[src/rtl/de_pkg.sv]
// de_pkg: definitions shared by y_event_counter and the display stage.
//   state_t         - debounce FSM state encoding
//   DEF_SYNC_STAGES - default synchronizer depth on y_in
//   DEF_DEBOUNCE    - default number of stable samples needed to accept a level
//   DEF_CNT_W       - default event counter width
package de_pkg;

  typedef enum logic [1:0] {
    ST_LOW      = 2'd0,
    ST_RISE_CHK = 2'd1,
    ST_HIGH     = 2'd2,
    ST_FALL_CHK = 2'd3
  } state_t;

  localparam int DEF_SYNC_STAGES = 2;
  localparam int DEF_DEBOUNCE    = 4;
  localparam int DEF_CNT_W       = 8;

endpackage

[src/rtl/sync_chain.sv]
// sync_chain: flop chain that brings an asynchronous level into the clk domain.
//   clk - system clock
//   rst - synchronous active-high reset, clears every stage to 0
//   d   - asynchronous input level
//   q   - synchronized level, STAGES clock edges behind d
module sync_chain #(
  parameter int STAGES = 2
) (
  input  logic clk,
  input  logic rst,
  input  logic d,
  output logic q
);

  logic [STAGES-1:0] sync_reg;

  for (genvar gi = 0; gi < STAGES; gi++) begin : g_stage
    always_ff @(posedge clk) begin
      if (rst) begin
        sync_reg[gi] <= 1'b0;
      end else if (gi == 0) begin
        sync_reg[gi] <= d;
      end else begin
        sync_reg[gi] <= sync_reg[(gi > 0) ? gi - 1 : 0];
      end
    end
  end

  assign q = sync_reg[STAGES-1];

endmodule

[src/rtl/y_event_counter.sv]
// y_event_counter: synchronizes the logic-stage output Y, debounces it and
// counts its qualified rising edges.
//   clk        - system clock, all logic on the rising edge
//   rst        - synchronous active-high reset, highest priority
//   y_in       - Y from the logic stage, asynchronous to clk
//   enable     - 1 lets qualified rising edges increment count
//   clear      - synchronous clear of count and overflow
//   edge_pulse - one-cycle pulse per qualified rising edge
//   count      - qualified rising edges since reset/clear, modulo 2^CNT_W
//   overflow   - sticky, set when count wraps from all-ones to 0
//   busy       - 1 while the FSM is checking a level change
module y_event_counter
  import de_pkg::*;
#(
  parameter int SYNC_STAGES = DEF_SYNC_STAGES,
  parameter int DEBOUNCE    = DEF_DEBOUNCE,
  parameter int CNT_W       = DEF_CNT_W
) (
  input  logic             clk,
  input  logic             rst,
  input  logic             y_in,
  input  logic             enable,
  input  logic             clear,
  output logic             edge_pulse,
  output logic [CNT_W-1:0] count,
  output logic             overflow,
  output logic             busy
);

  localparam int             DW        = $clog2(DEBOUNCE);
  localparam logic [DW-1:0]  DCNT_ONE  = DW'(1);
  localparam logic [DW-1:0]  DCNT_LAST = DW'(DEBOUNCE - 1);
  localparam logic [CNT_W-1:0] CNT_ONE = CNT_W'(1);

  logic             s;
  state_t           state_reg, state_next;
  logic [DW-1:0]    dcnt_reg, dcnt_next;
  logic             qualified;
  logic             edge_pulse_reg;
  logic             busy_reg;
  logic [CNT_W-1:0] count_reg;
  logic             overflow_reg;

  sync_chain #(
    .STAGES(SYNC_STAGES)
  ) u_sync (
    .clk(clk),
    .rst(rst),
    .d  (y_in),
    .q  (s)
  );

  always_ff @(posedge clk) begin
    if (rst) begin
      state_reg <= ST_LOW;
      dcnt_reg  <= '0;
    end else begin
      state_reg <= state_next;
      dcnt_reg  <= dcnt_next;
    end
  end

  // The first differing sample already counts as one, so the level is
  // accepted on the DEBOUNCE-th consecutive differing sample.
  always_comb begin
    state_next = state_reg;
    dcnt_next  = dcnt_reg;
    qualified  = 1'b0;
    unique case (state_reg)
      ST_LOW: begin
        if (s) begin
          state_next = ST_RISE_CHK;
          dcnt_next  = DCNT_ONE;
        end
      end
      ST_RISE_CHK: begin
        if (!s) begin
          state_next = ST_LOW;
          dcnt_next  = '0;
        end else if (dcnt_reg == DCNT_LAST) begin
          state_next = ST_HIGH;
          dcnt_next  = '0;
          qualified  = 1'b1;
        end else begin
          dcnt_next = dcnt_reg + DCNT_ONE;
        end
      end
      ST_HIGH: begin
        if (!s) begin
          state_next = ST_FALL_CHK;
          dcnt_next  = DCNT_ONE;
        end
      end
      ST_FALL_CHK: begin
        if (s) begin
          state_next = ST_HIGH;
          dcnt_next  = '0;
        end else if (dcnt_reg == DCNT_LAST) begin
          state_next = ST_LOW;
          dcnt_next  = '0;
        end else begin
          dcnt_next = dcnt_reg + DCNT_ONE;
        end
      end
      default: begin
        state_next = ST_LOW;
        dcnt_next  = '0;
      end
    endcase
  end

  // Pulse, busy and the counter all update on the same edge as the FSM
  // transition; clear wins over a simultaneous increment.
  always_ff @(posedge clk) begin
    if (rst) begin
      edge_pulse_reg <= 1'b0;
      busy_reg       <= 1'b0;
      count_reg      <= '0;
      overflow_reg   <= 1'b0;
    end else begin
      edge_pulse_reg <= qualified;
      busy_reg       <= (state_next == ST_RISE_CHK) || (state_next == ST_FALL_CHK);
      if (clear) begin
        count_reg    <= '0;
        overflow_reg <= 1'b0;
      end else if (qualified && enable) begin
        count_reg <= count_reg + CNT_ONE;
        if (&count_reg) begin
          overflow_reg <= 1'b1;
        end
      end
    end
  end

  assign edge_pulse = edge_pulse_reg;
  assign count      = count_reg;
  assign overflow   = overflow_reg;
  assign busy       = busy_reg;

endmodule

[config.mk]
export PLATFORM = sky130hd
export DESIGN_NAME = y_event_counter
export DESIGN_NICKNAME = d
export VERILOG_FILES = /design/src/rtl/de_pkg.sv /design/src/rtl/sync_chain.sv /design/src/rtl/y_event_counter.sv
export SDC_FILE = /design/constraint.sdc
export NUM_CORES = 1
export LEC_CHECK = 0
export CAP_MARGIN = 0
export CORE_AREA = 3 3 43 45
export DETAILED_ROUTE_END_ITERATION = 6
export DIE_AREA = 0 0 46 48
export GPL_ROUTABILITY_DRIVEN = 0
export HOLD_SLACK_MARGIN = 0.12
export MAX_ROUTING_LAYER = met4
export PLACE_DENSITY = 0.76
export REMOVE_ABC_BUFFERS = 1
export SETUP_SLACK_MARGIN = 0.5
export SYNTH_ARGS = -nofsm -noshare
export SYNTH_HDL_FRONTEND = slang
export SYNTH_SLANG_ARGS = --single-unit
[constraint.sdc]
create_clock -name clk -period 2.9 [get_ports clk]
set_clock_uncertainty 0.1 [all_clocks]
set_input_delay 0.58 -clock clk [delete_from_list [all_inputs] [get_ports clk]]
set_output_delay 0.58 -clock clk [all_outputs]
set_load 0.01 [all_outputs]
* Yosys cells after proc, flatten, opt, wreduce, memory -nomap -nowiden
Cells that the tools add are included.
** Storage, ports and cells
- Input bits :: 5
- Memories :: 0
- Output and inout port bits :: 11
- Bits in registers :: 17
- Bits in writable memories :: 0
- Latch bits :: 0
- Bits in read-only memories :: 0
** Operators by class
- Add/subtract/negate cells :: 2
- Magnitude comparators :: 0
- Mux-type cells :: 16
- Bitwise operators :: 0
- Divide/modulo/power cells :: 0
- Shifts and indexed selects :: 0
- Equality and inequality tests :: 8
- $mul :: 0
- Reductions and logical operators :: 6
** Operators with widths (count)
- 2-bit 2-to-1 mux :: 11
- 2-bit case mux with 4 select lines :: 2
- 9-bit AND reduction :: 1
- 8-bit by 1-bit adder with 8-bit output, second input constant :: 1
- 2-bit == test, second input constant :: 4
- 2-bit by 1-bit == test with 1-bit output, second input constant :: 2
- 1-bit 2-to-1 mux :: 3
- 2-bit by 1-bit adder with 2-bit output, second input constant :: 1
- 2-bit zero test :: 1
- 2-bit by 1-bit != test with 1-bit output, second input constant :: 1
- 2-bit != test, second input constant :: 1
- 2-bit AND reduction :: 1
- 2-bit OR reduction :: 1
- 1-bit logical AND :: 1
- 1-bit logical OR :: 1

* Depth between registers and ports, before layout
Gate-level depths: netlist (run 1).
- Depth after elaboration :: 6
- Mapped depth :: 5
- Mapped depth without buffers :: 4

* Hierarchy
Synthesis (run 1) repeated with hierarchy kept, for this count alone.
** Second synthesis, totals
- Cell total of the unflattened synthesis :: 75
- Area total of the unflattened synthesis :: 699.4 µm²
** By module, submodules not included
- y_event_counter :: cells each 71, instances 1, area an instance 646.9 µm², seq. area each 300.3 µm²
- sync_chain :: cells each 4, instances 1, area an instance 52.6 µm², seq. area each 40.0 µm²

* Least setup slack after synthesis (run 1)
OpenSTA, ideal clock, no wires.
- Path type :: reg-to-reg
- Start point :: reg dcnt_reg[0]
- End point :: reg count_reg[5] (netlist: count[5])
- Arrival time :: 1.374 ns
- Library setup time :: 0.070 ns
- Path slack :: 1.356 ns
- Stages on the path, launching flop included :: 5
- Clock period less this slack :: 1.544 ns
- Cells stage by stage :: dfxtp_1 > ha_1 > nand4b_4 > or4_1 > a21oi_1
** On the way
- Word-level cells in the longest chain between the ends :: 5
** RTL lines
- start: declaration :: RTL line y_event_counter.sv:37 : logic [DW-1:0] dcnt_reg, dcnt_next;
- start signal: assignment :: RTL line y_event_counter.sv:59 : dcnt_reg <= dcnt_next;
- 2-bit == test :: RTL line y_event_counter.sv:80 : end else if (dcnt_reg == DCNT_LAST) begin
- 1-bit 2-to-1 mux :: RTL line y_event_counter.sv:80
- 1-bit 2-to-1 mux :: RTL line y_event_counter.sv:77 : if (!s) begin
- 1-bit 2-to-1 mux :: RTL line y_event_counter.sv:69 : unique case (state_reg)
- 1-bit logical AND :: RTL line y_event_counter.sv:126 : end else if (qualified && enable) begin
- end signal: assignment :: RTL line y_event_counter.sv:127 : count_reg <= count_reg + CNT_ONE;
- end: declaration :: RTL line y_event_counter.sv:41 : logic [CNT_W-1:0] count_reg;
Every way passes these cells.
A chain may end at the register's enable or synchronous reset.

* Worst setup path in the final report (run 1)
- Start point :: reg count_reg[4] (netlist: count[4])
- End point :: out count[4]
** RTL lines
- end: declaration :: RTL line y_event_counter.sv:25 : output logic [CNT_W-1:0] count,
No word-level cell between the ends.

==> run summary, run 1 <==
Outcome: completed
GRT Total Usage: 13.9%
Pwr dens: 411 nW/um^2
DRC viols: 0
Buffers on Ports: 15
Crit path capture type: output port
Simple-Gate Fraction of Synth Area: 23.1%
Worst r2r path cells: 4
Synth Area in Compound Gates: 18.2%
Period minus WS final: 1.96 ns
Final WS setup: 0.944 ns
Final hold violation count: 0
Worst r2r src: dcnt_reg[0]$_SDFFE_PP0P_
Chip height: 48 um
Max Root-Sink Buffers: 2
# IOs: 16
Dpl cells: 106
Storage element area: 340 sq um
Leakage: 0.340 nW
Setup Buffers After CTS: 0
Pre-CTS setup slack: 0.766 ns
MaxCap Viol Count: 0
Share of cells above drive strength 1: 9.57%
Delay-heaviest family, CP: buffers and inverters
Clock buffer count from CTS: 3
Wirelength per Cell: 12.3 um
Post-DP Area: 892 sq um
Full die area: 2210 sq um
Setup violations, final: 0
RSZ-0062 raised after global routing: false
Global-route wire length before repair: 2110 um
Post-synthesis sequential area ratio: 45.1%
Synth Area in XOR/XNOR: 2.32%
Core area: 1510 sq um
Synth cell types: 27
Hpwl dp: 966 um
Pre-antenna DRT Iters: 4
WP data arrival: 1.28 ns
Starting Density: 50.1%
Max stage delay on crit path: 0.57 ns
Worst min-delay path class: flop to flop
Kind of critical path: flop to output port
Buf/Inv on CP: 1
CTS tree: yes
Proportion of synthesized area in mux cells: 0%
Antenna diode count: 0
Fin. max-slew vios: 0
Synth warn: 0
CP endpoint: count[4]
TNS Setup: 0 ns
Vias in the first global route: 466
Area of the multi-input gates: 367 sq um
FF-to-FF End: count[6]$_SDFFE_PP0P_
Worst endpoint required time: 2.22 ns
Levels on crit path: 1
Post-cts resize count: 0
Number of flip-flops in the largest register: 8
CTS clock-pin slew for the worst setup and hold paths: 0.10 ns
Number of antenna violations at the first check in global routing: 0
CTS root buffer: clkbuf_4
Fill count: 129
Post-DRT Antenna Nets: 0
GR Overflow Total: 0
Final nets: 103
Max transition margin: 79.4%
Post-Syn Area: 754 sq um
Fmax: 511 MHz
Worst slew pin tran: 0.307 ns
Cts-stage hold buffer count: 0
Post-route clock period utilization: 67.5%
Setup slack, reg-to-reg: 1.13 ns
Post-synthesis adder-cell area fraction: 4.98%
Largest family of logic cells by synthesized area: simple AND/OR/NAND/NOR gates
Flops & latches, synth: 17
Post-DR vias/cell: 5.69
Row Count: 14
Largest net degree at the start of global routing: 19
Worst skew pair latency: 0.28 ns
Via count: 626
Final Cell Area: 918 sq um
Worst Setup SP: count[4]$_SDFFE_PP0P_
CP max stage cell: clkdlybuf4s50_1
Syn Area/Cell: 9.55 sq um
CP Cell Sequence: clkdlybuf4s50_1
Syn-to-layout area delta: 21.7%
Clk sinks: 17
Max VDD drop: 0.244 mV
Post-Layout Cell Count: 110
CP startpoint kind: flop
Largest fanout on the critical path: 7
H-tree Lvls: 1
Die W: 46 um
Syn Inst Count: 79
Final wirelength: 1350 um
Initial DRC Count: 13
worst min-delay path by stage:
stage               slack [ns]  cells past startpoint             endpoint                     startpoint
floorplan                 0.31                      1  u_sync.q$_SDFF_PP0_  u_sync.sync_reg[0]$_SDFF_PP0_
global placement          0.32                      1  u_sync.q$_SDFF_PP0_  u_sync.sync_reg[0]$_SDFF_PP0_
detailed placement        0.33                      1  u_sync.q$_SDFF_PP0_  u_sync.sync_reg[0]$_SDFF_PP0_
CTS                       0.35                      1  u_sync.q$_SDFF_PP0_  u_sync.sync_reg[0]$_SDFF_PP0_
global route              0.37                      1  u_sync.q$_SDFF_PP0_  u_sync.sync_reg[0]$_SDFF_PP0_
finish                    0.35                      1  u_sync.q$_SDFF_PP0_  u_sync.sync_reg[0]$_SDFF_PP0_
cell type report:
cell class                      count  area share [%]
Timing Repair Buffer               15            16.3
Clock buffer                        4            2.86
Inverter                            4            1.63
Sequential cell                    17            37.1
Tap cell                           16            2.18
Multi-Input combinational cell     54            39.9
cells by family (layout without fill, tap and decap cells):
logic type	Yosys count	in the layout
AND/OR/NAND/NOR	26	26
AO/OA/AOI/OAI	23	23
flip-flops	17	17
buffers and inverters	8	23
adder cells (fa/ha/maj)	3	3
XOR/XNOR	2	2
per-layer routing:
| metal | share of wire [%] | up-vias | global-route usage [%] |
|---|---|---|---|
| li1 | - | 327 | - |
| met1 | 49 | 281 | 19.2 |
| met2 | 45 | 16 | 17.6 |
| met3 | 4.3 | 2 | 4.51 |
| met4 | 0.96 | 0 | 6.82 |
| met5 | 0 | - | - |
Yosys cell counts:
cell type / number / area share, %
clkbuf_1: 1 / 0.50
a21o_1: 1 / 1.0
nor2_1: 3 / 1.5
o31ai_1: 4 / 4.0
a21oi_1: 10 / 6.6
nand4_1: 4 / 3.3
nand2_1: 3 / 1.5
dfxtp_1: 17 / 45
buf_4: 2 / 2.0
ha_1: 3 / 5.0
nor3_1: 1 / 0.66
xnor2_1: 1 / 1.2
nand4b_4: 1 / 3.2
nand3_1: 1 / 0.66
clkbuf_8: 1 / 1.8
or2_2: 1 / 0.83
nor2b_1: 2 / 1.7
or3_2: 4 / 4.0
o21ai_0: 4 / 2.7
xor2_1: 1 / 1.2
a22oi_1: 1 / 1.0
nand3b_1: 1 / 1.0
inv_1: 4 / 2.0
or4_1: 4 / 4.0
a211oi_1: 2 / 2.0
or3_1: 1 / 0.83
o21a_1: 1 / 1.0
layout by cell type (no fill, tap or decap), drive strengths merged, types with 2 or more instances in the layout:
cell / netlist / layout
a211oi: 2 / 2
a21oi: 10 / 10
clkbuf: 2 / 4
clkdlybuf4s50: 0 / 15
dfxtp: 17 / 17
ha: 3 / 3
inv: 4 / 4
nand2: 3 / 3
nand4: 4 / 4
nor2: 3 / 3
nor2b: 2 / 2
o21ai: 4 / 4
o31ai: 4 / 4
or3: 5 / 5
or4: 4 / 4
power breakdown:
part	internal, mW	switching [mW]
Sequential	0.236	0.00293
Combinational	0.00824	0.00745
Clock	0.0533	0.0696
Total	0.298	0.0800
metrics by stage:
step | power [mW] | hold WS (ns) | util [%]
finish | 0.378 | 0.352 | 61.0
global route | 0.401 | 0.367 | 61.0
CTS | 0.383 | 0.354 | 61.0
detailed placement | 0.260 | 0.328 | 59.2
global placement | 0.260 | 0.321 | 59.2
floorplan | 0.250 | 0.314 | -
No activity file was read; power rests on OpenSTA's default activity.
==> inputs of run 2 (changes only) <==
- CORE_AREA: 3 3 43 45 -> 3 3 46 48
- DIE_AREA: 0 0 46 48 -> 0 0 49 51
- PLACE_DENSITY: 0.76 -> 0.7
- clock period: 2.9 -> 1.62 ns (I/O delays scaled with it)
==> run summary, run 2 (synthesis results as in run 1) <==
Outcome: completed
Worst min-delay path class: flop to flop
H-tree Lvls: 1
Leakage: 0.526 nW
Wirelength per Cell: 14.7 um
Finished Core Util: 72.3%
Most frequent cells in the layout: buf_4, buf_6, dfxtp_2, a21oi_1, dfxtp_4
Starting Density: 43.2%
Global-route wire length before repair: 3030 um
Period minus WS final: 1.56 ns
Max transition margin: 79.0%
Vias in the first global route: 647
Storage element area: 369 sq um
Post-DR vias/cell: 5.35
Worst r2r path cells: 4
Worst slew pin tran: 0.312 ns
Hold depth: 1
Largest net degree at the start of global routing: 11
Via count: 765
Buffers on Ports: 15
Crit path capture type: flop
GRT Max-Usage Layer: met2
Clk sinks: 17
Setup violations, final: 0
CTS clock-pin slew for the worst setup and hold paths: 0.10 ns
Area of the multi-input gates: 479 sq um
MaxCap Viol Count: 0
CTS tree: yes
Final nets: 127
Final wirelength: 2100 um
CP startpoint kind: flop
CP max stage cell: or3_2
Syn-to-layout area delta: 67.2%
Final WS setup: 0.0570 ns
Chip height: 51 um
Die W: 49 um
GRT Total Usage: 16.0%
CP Cell Sequence: ha_4 > nand4b_4 > or3_2 > a21oi_2
CTS root buffer: clkbuf_4
Leading cell type in the layout, fill and taps excluded: buf_4
Largest fanout on the critical path: 8
Fill count: 122
Max Root-Sink Buffers: 2
Post-Layout Cell Count: 143
Met1 Use GR: 19.3%
Share of cells above drive strength 1: 61.0%
Worst skew pair latency: 0.29 ns
WHS: 0.346 ns
Initial DRC Count: 18
GR Overflow Total: 0
Post-DRT Antenna Nets: 0
# IOs: 16
Pre-CTS setup slack: -0.266 ns
Full die area: 2500 sq um
Hpwl dp: 1040 um
Fin. max-slew vios: 0
RSZ-0062 raised after global routing: true
DRC viols: 0
Cts-stage hold buffer count: 0
Fmax: 640 MHz
Number of flip-flops in the largest register: 8
Final hold violation count: 0
Worst endpoint required time: 1.74 ns
Pre-antenna DRT Iters: 4
Max stage delay on crit path: 0.51 ns
Core area: 1750 sq um
Number of antenna violations at the first check in global routing: 0
Clock buffer count from CTS: 3
Final Cell Area: 1260 sq um
WP data arrival: 1.68 ns
Dpl cells: 122
Kind of critical path: flop to flop
Pwr dens: 545 nW/um^2
Grt met2 use: 26.2%
Post-DP Area: 956 sq um
Post-route clock period utilization: 96.5%
Antenna diode count: 0
Max VDD drop: 0.659 mV
Row Count: 15
Met3 Use GR: 4.66%
[run 2: final timing paths]
check / endpoint / slack (ns) / from
setup reg to reg: count[4]$_SDFFE_PP0P_ / 0.06 / dcnt_reg[1]$_SDFFE_PP0P_
hold / removal: u_sync.q$_SDFF_PP0_ / 0.35 / u_sync.sync_reg[0]$_SDFF_PP0_
hold reg to reg: u_sync.q$_SDFF_PP0_ / 0.35 / u_sync.sync_reg[0]$_SDFF_PP0_
setup / recovery: count[4]$_SDFFE_PP0P_ / 0.06 / dcnt_reg[1]$_SDFFE_PP0P_
[run 2: final cells by class]
| type | count | area share [%] |
|---|---|---|
| Inverter | 4 | 1.19 |
| Timing Repair Buffer | 38 | 26.9 |
| Clock buffer | 3 | 1.79 |
| Clock inverter | 1 | 0.397 |
| Tap cell | 25 | 2.48 |
| Multi-Input combinational cell | 55 | 38.0 |
| Sequential cell | 17 | 29.3 |
[run 2: repair_timing]
item	in CTS	in global routing
gates cloned	1	0
resized for setup	72	22
buffers inserted	10	6
pin swaps	14	7
setup endpoints to repair	25	26
[run 2: through the flow]
step | total power, mW | setup TNS [ns]
global placement | 0.471 | -1.08
CTS | 0.696 | 0
global route | 0.718 | -0.134
floorplan | 0.448 | 0
detailed placement | 0.472 | -1.46
finish | 0.687 | 0
[run 2: per-layer routing]
layer	wire, um	vias up
met5	0	-
met4	32	0
met3	100	4
met2	1090	20
met1	884	369
li1	-	372
[run 2: critical path: cells and delay by family (launching register included)]
kind | cells | cell delay, ns
and+or+nand+nor | 2 | 0.67
AOI/OAI and AO/OA | 1 | 0.18
DFF | 1 | 0.37
adders and majority gates | 1 | 0.17
[run 2: power by group]
part           internal (mW)  switching (mW)  leakage (nW)
clock network         0.0918           0.131        0.0177
registers              0.415         0.00473         0.146
logic                 0.0228          0.0217         0.363
==> inputs of run 3 (changes only) <==
- CAP_MARGIN: 0 -> default
- PLACE_DENSITY: 0.7 -> 0.68
==> run summary, run 3 (synthesis results as in run 1) <==
Via count: 774
H-tree Lvls: 1
Largest fanout on the critical path: 5
Period minus WS final: 1.55 ns
Post-DP Area: 993 sq um
GRT Total Usage: 17.1%
Setup violations, final: 0
Final WS setup: 0.0684 ns
Vias in the first global route: 729
Sw Share: 22.9%
Global-route wire length before repair: 3200 um
Starting Density: 43.2%
Post-DR vias/cell: 5.41
Buffers on Ports: 15
Post-DRT Antenna Nets: 0
TNS Setup: 0 ns
Pre-antenna DRT Iters: 5
Max VDD drop: 0.572 mV
Clock power frac: 32.7%
Internal: 543 uW
Kind of critical path: flop to flop
Clock buffer count from CTS: 3
Chip height: 51 um
Final wirelength: 2110 um
MaxCap Viol Count: 0
Hpwl dp: 1110 um
Number of flip-flops in the largest register: 8
Wirelength per Cell: 14.8 um
Worst slew pin tran: 0.252 ns
Post-route clock period utilization: 95.8%
Final nets: 127
Row Count: 15
Share of cells above drive strength 1: 59.3%
WP data arrival: 1.68 ns
Pre-CTS setup slack: -0.241 ns
Power Total: 704 uW
Max transition margin: 83.2%
Comb pwr share: 6.7%
Antenna diode count: 0
Final hold violation count: 0
Worst min-delay path class: flop to flop
Leading cell type in the layout, fill and taps excluded: buf_4
# IOs: 16
Fin. max-slew vios: 0
CTS root buffer: clkbuf_4
Most frequent cells in the layout: buf_4, buf_6, dfxtp_2, a21oi_1
RSZ-0062 raised after global routing: true
Number of antenna violations at the first check in global routing: 0
Crit path capture type: flop
Pwr dens: 553 nW/um^2
GR Overflow Total: 0
CTS tree: yes
Clk sinks: 17
Worst endpoint required time: 1.75 ns
Net Switching: 161 uW
Largest net degree at the start of global routing: 10
Final Cell Area: 1270 sq um
CP startpoint kind: flop
Initial DRC Count: 16
Sequential power share: 60.6%
Die W: 49 um
Outcome: completed
Worst skew pair latency: 0.29 ns
CTS clock-pin slew for the worst setup and hold paths: 0.10 ns
Full die area: 2500 sq um
DRC viols: 0
Core area: 1750 sq um
Syn-to-layout area delta: 68.7%
Max Root-Sink Buffers: 2
Fmax: 645 MHz
Leakage: 0.532 nW
## run 3: worst paths after layout
| kind | slack (ns) | end | startpoint | cells after the start |
|---|---|---|---|---|
| worst min register to register | 0.35 | u_sync.q$_SDFF_PP0_ | u_sync.sync_reg[0]$_SDFF_PP0_ | 1 |
| worst min-delay path | 0.35 | u_sync.q$_SDFF_PP0_ | u_sync.sync_reg[0]$_SDFF_PP0_ | 1 |
| worst max register to register | 0.07 | count[6]$_SDFFE_PP0P_ | count[0]$_SDFFE_PP0P_ | 4 |
| worst max-delay path | 0.07 | count[6]$_SDFFE_PP0P_ | count[0]$_SDFFE_PP0P_ | 4 |
## run 3: routing by layer
| metal | vias to the layer above | share of wire [%] | track usage [%] |
|---|---|---|---|
| met3 | 8 | 3.6 | 2.92 |
| met2 | 28 | 52 | 27.6 |
| li1 | 370 | - | - |
| met4 | 0 | 4.0 | 10.4 |
| met5 | - | 0 | - |
| met1 | 368 | 40 | 19.9 |
## run 3: repair_timing
action / in CTS / in global routing
endpoints found under the setup margin: 24 / 26
gates cloned: 1 / 0
buffers inserted: 7 / 4
gates resized for setup: 67 / 23
pin swaps: 11 / 3
hold buffers: 0 / 0
## run 3: critical path: stages (launching register included)
cell and delay (ns):
dfxtp_2 0.35, ha_1 0.17, nand4_1 0.18, or4_1 0.54
a21oi_1 0.15
## run 3: area by class of cell
cell class                      count  area (sq um)
Timing Repair Buffer               38           362
Tap cell                           25          31.3
Inverter                            4          15.0
Fill cell                         123           473
Clock buffer                        4          26.3
Sequential cell                    17           359
Multi-Input combinational cell     55           479
## run 3: power groups by stage
stage	logic, mW	registers [mW]	clock network, mW
6_report	0.0471	0.427	0.230
5_1_grt	0.0510	0.428	0.254
4_1_cts	0.0406	0.426	0.231
3_5_place_dp	0.0400	0.435	0
3_3_place_gp	0.0393	0.435	0
2_1_floorplan	0.0110	0.437	0
## run 3: through the flow
step	cells	util, %	hold slack [ns]
floorplan	75	-	0.293
global placement	127	56.9	0.337
detailed placement	127	56.9	0.337
CTS	139	67.0	0.350
global route	143	72.9	0.360
finish	143	72.9	0.350
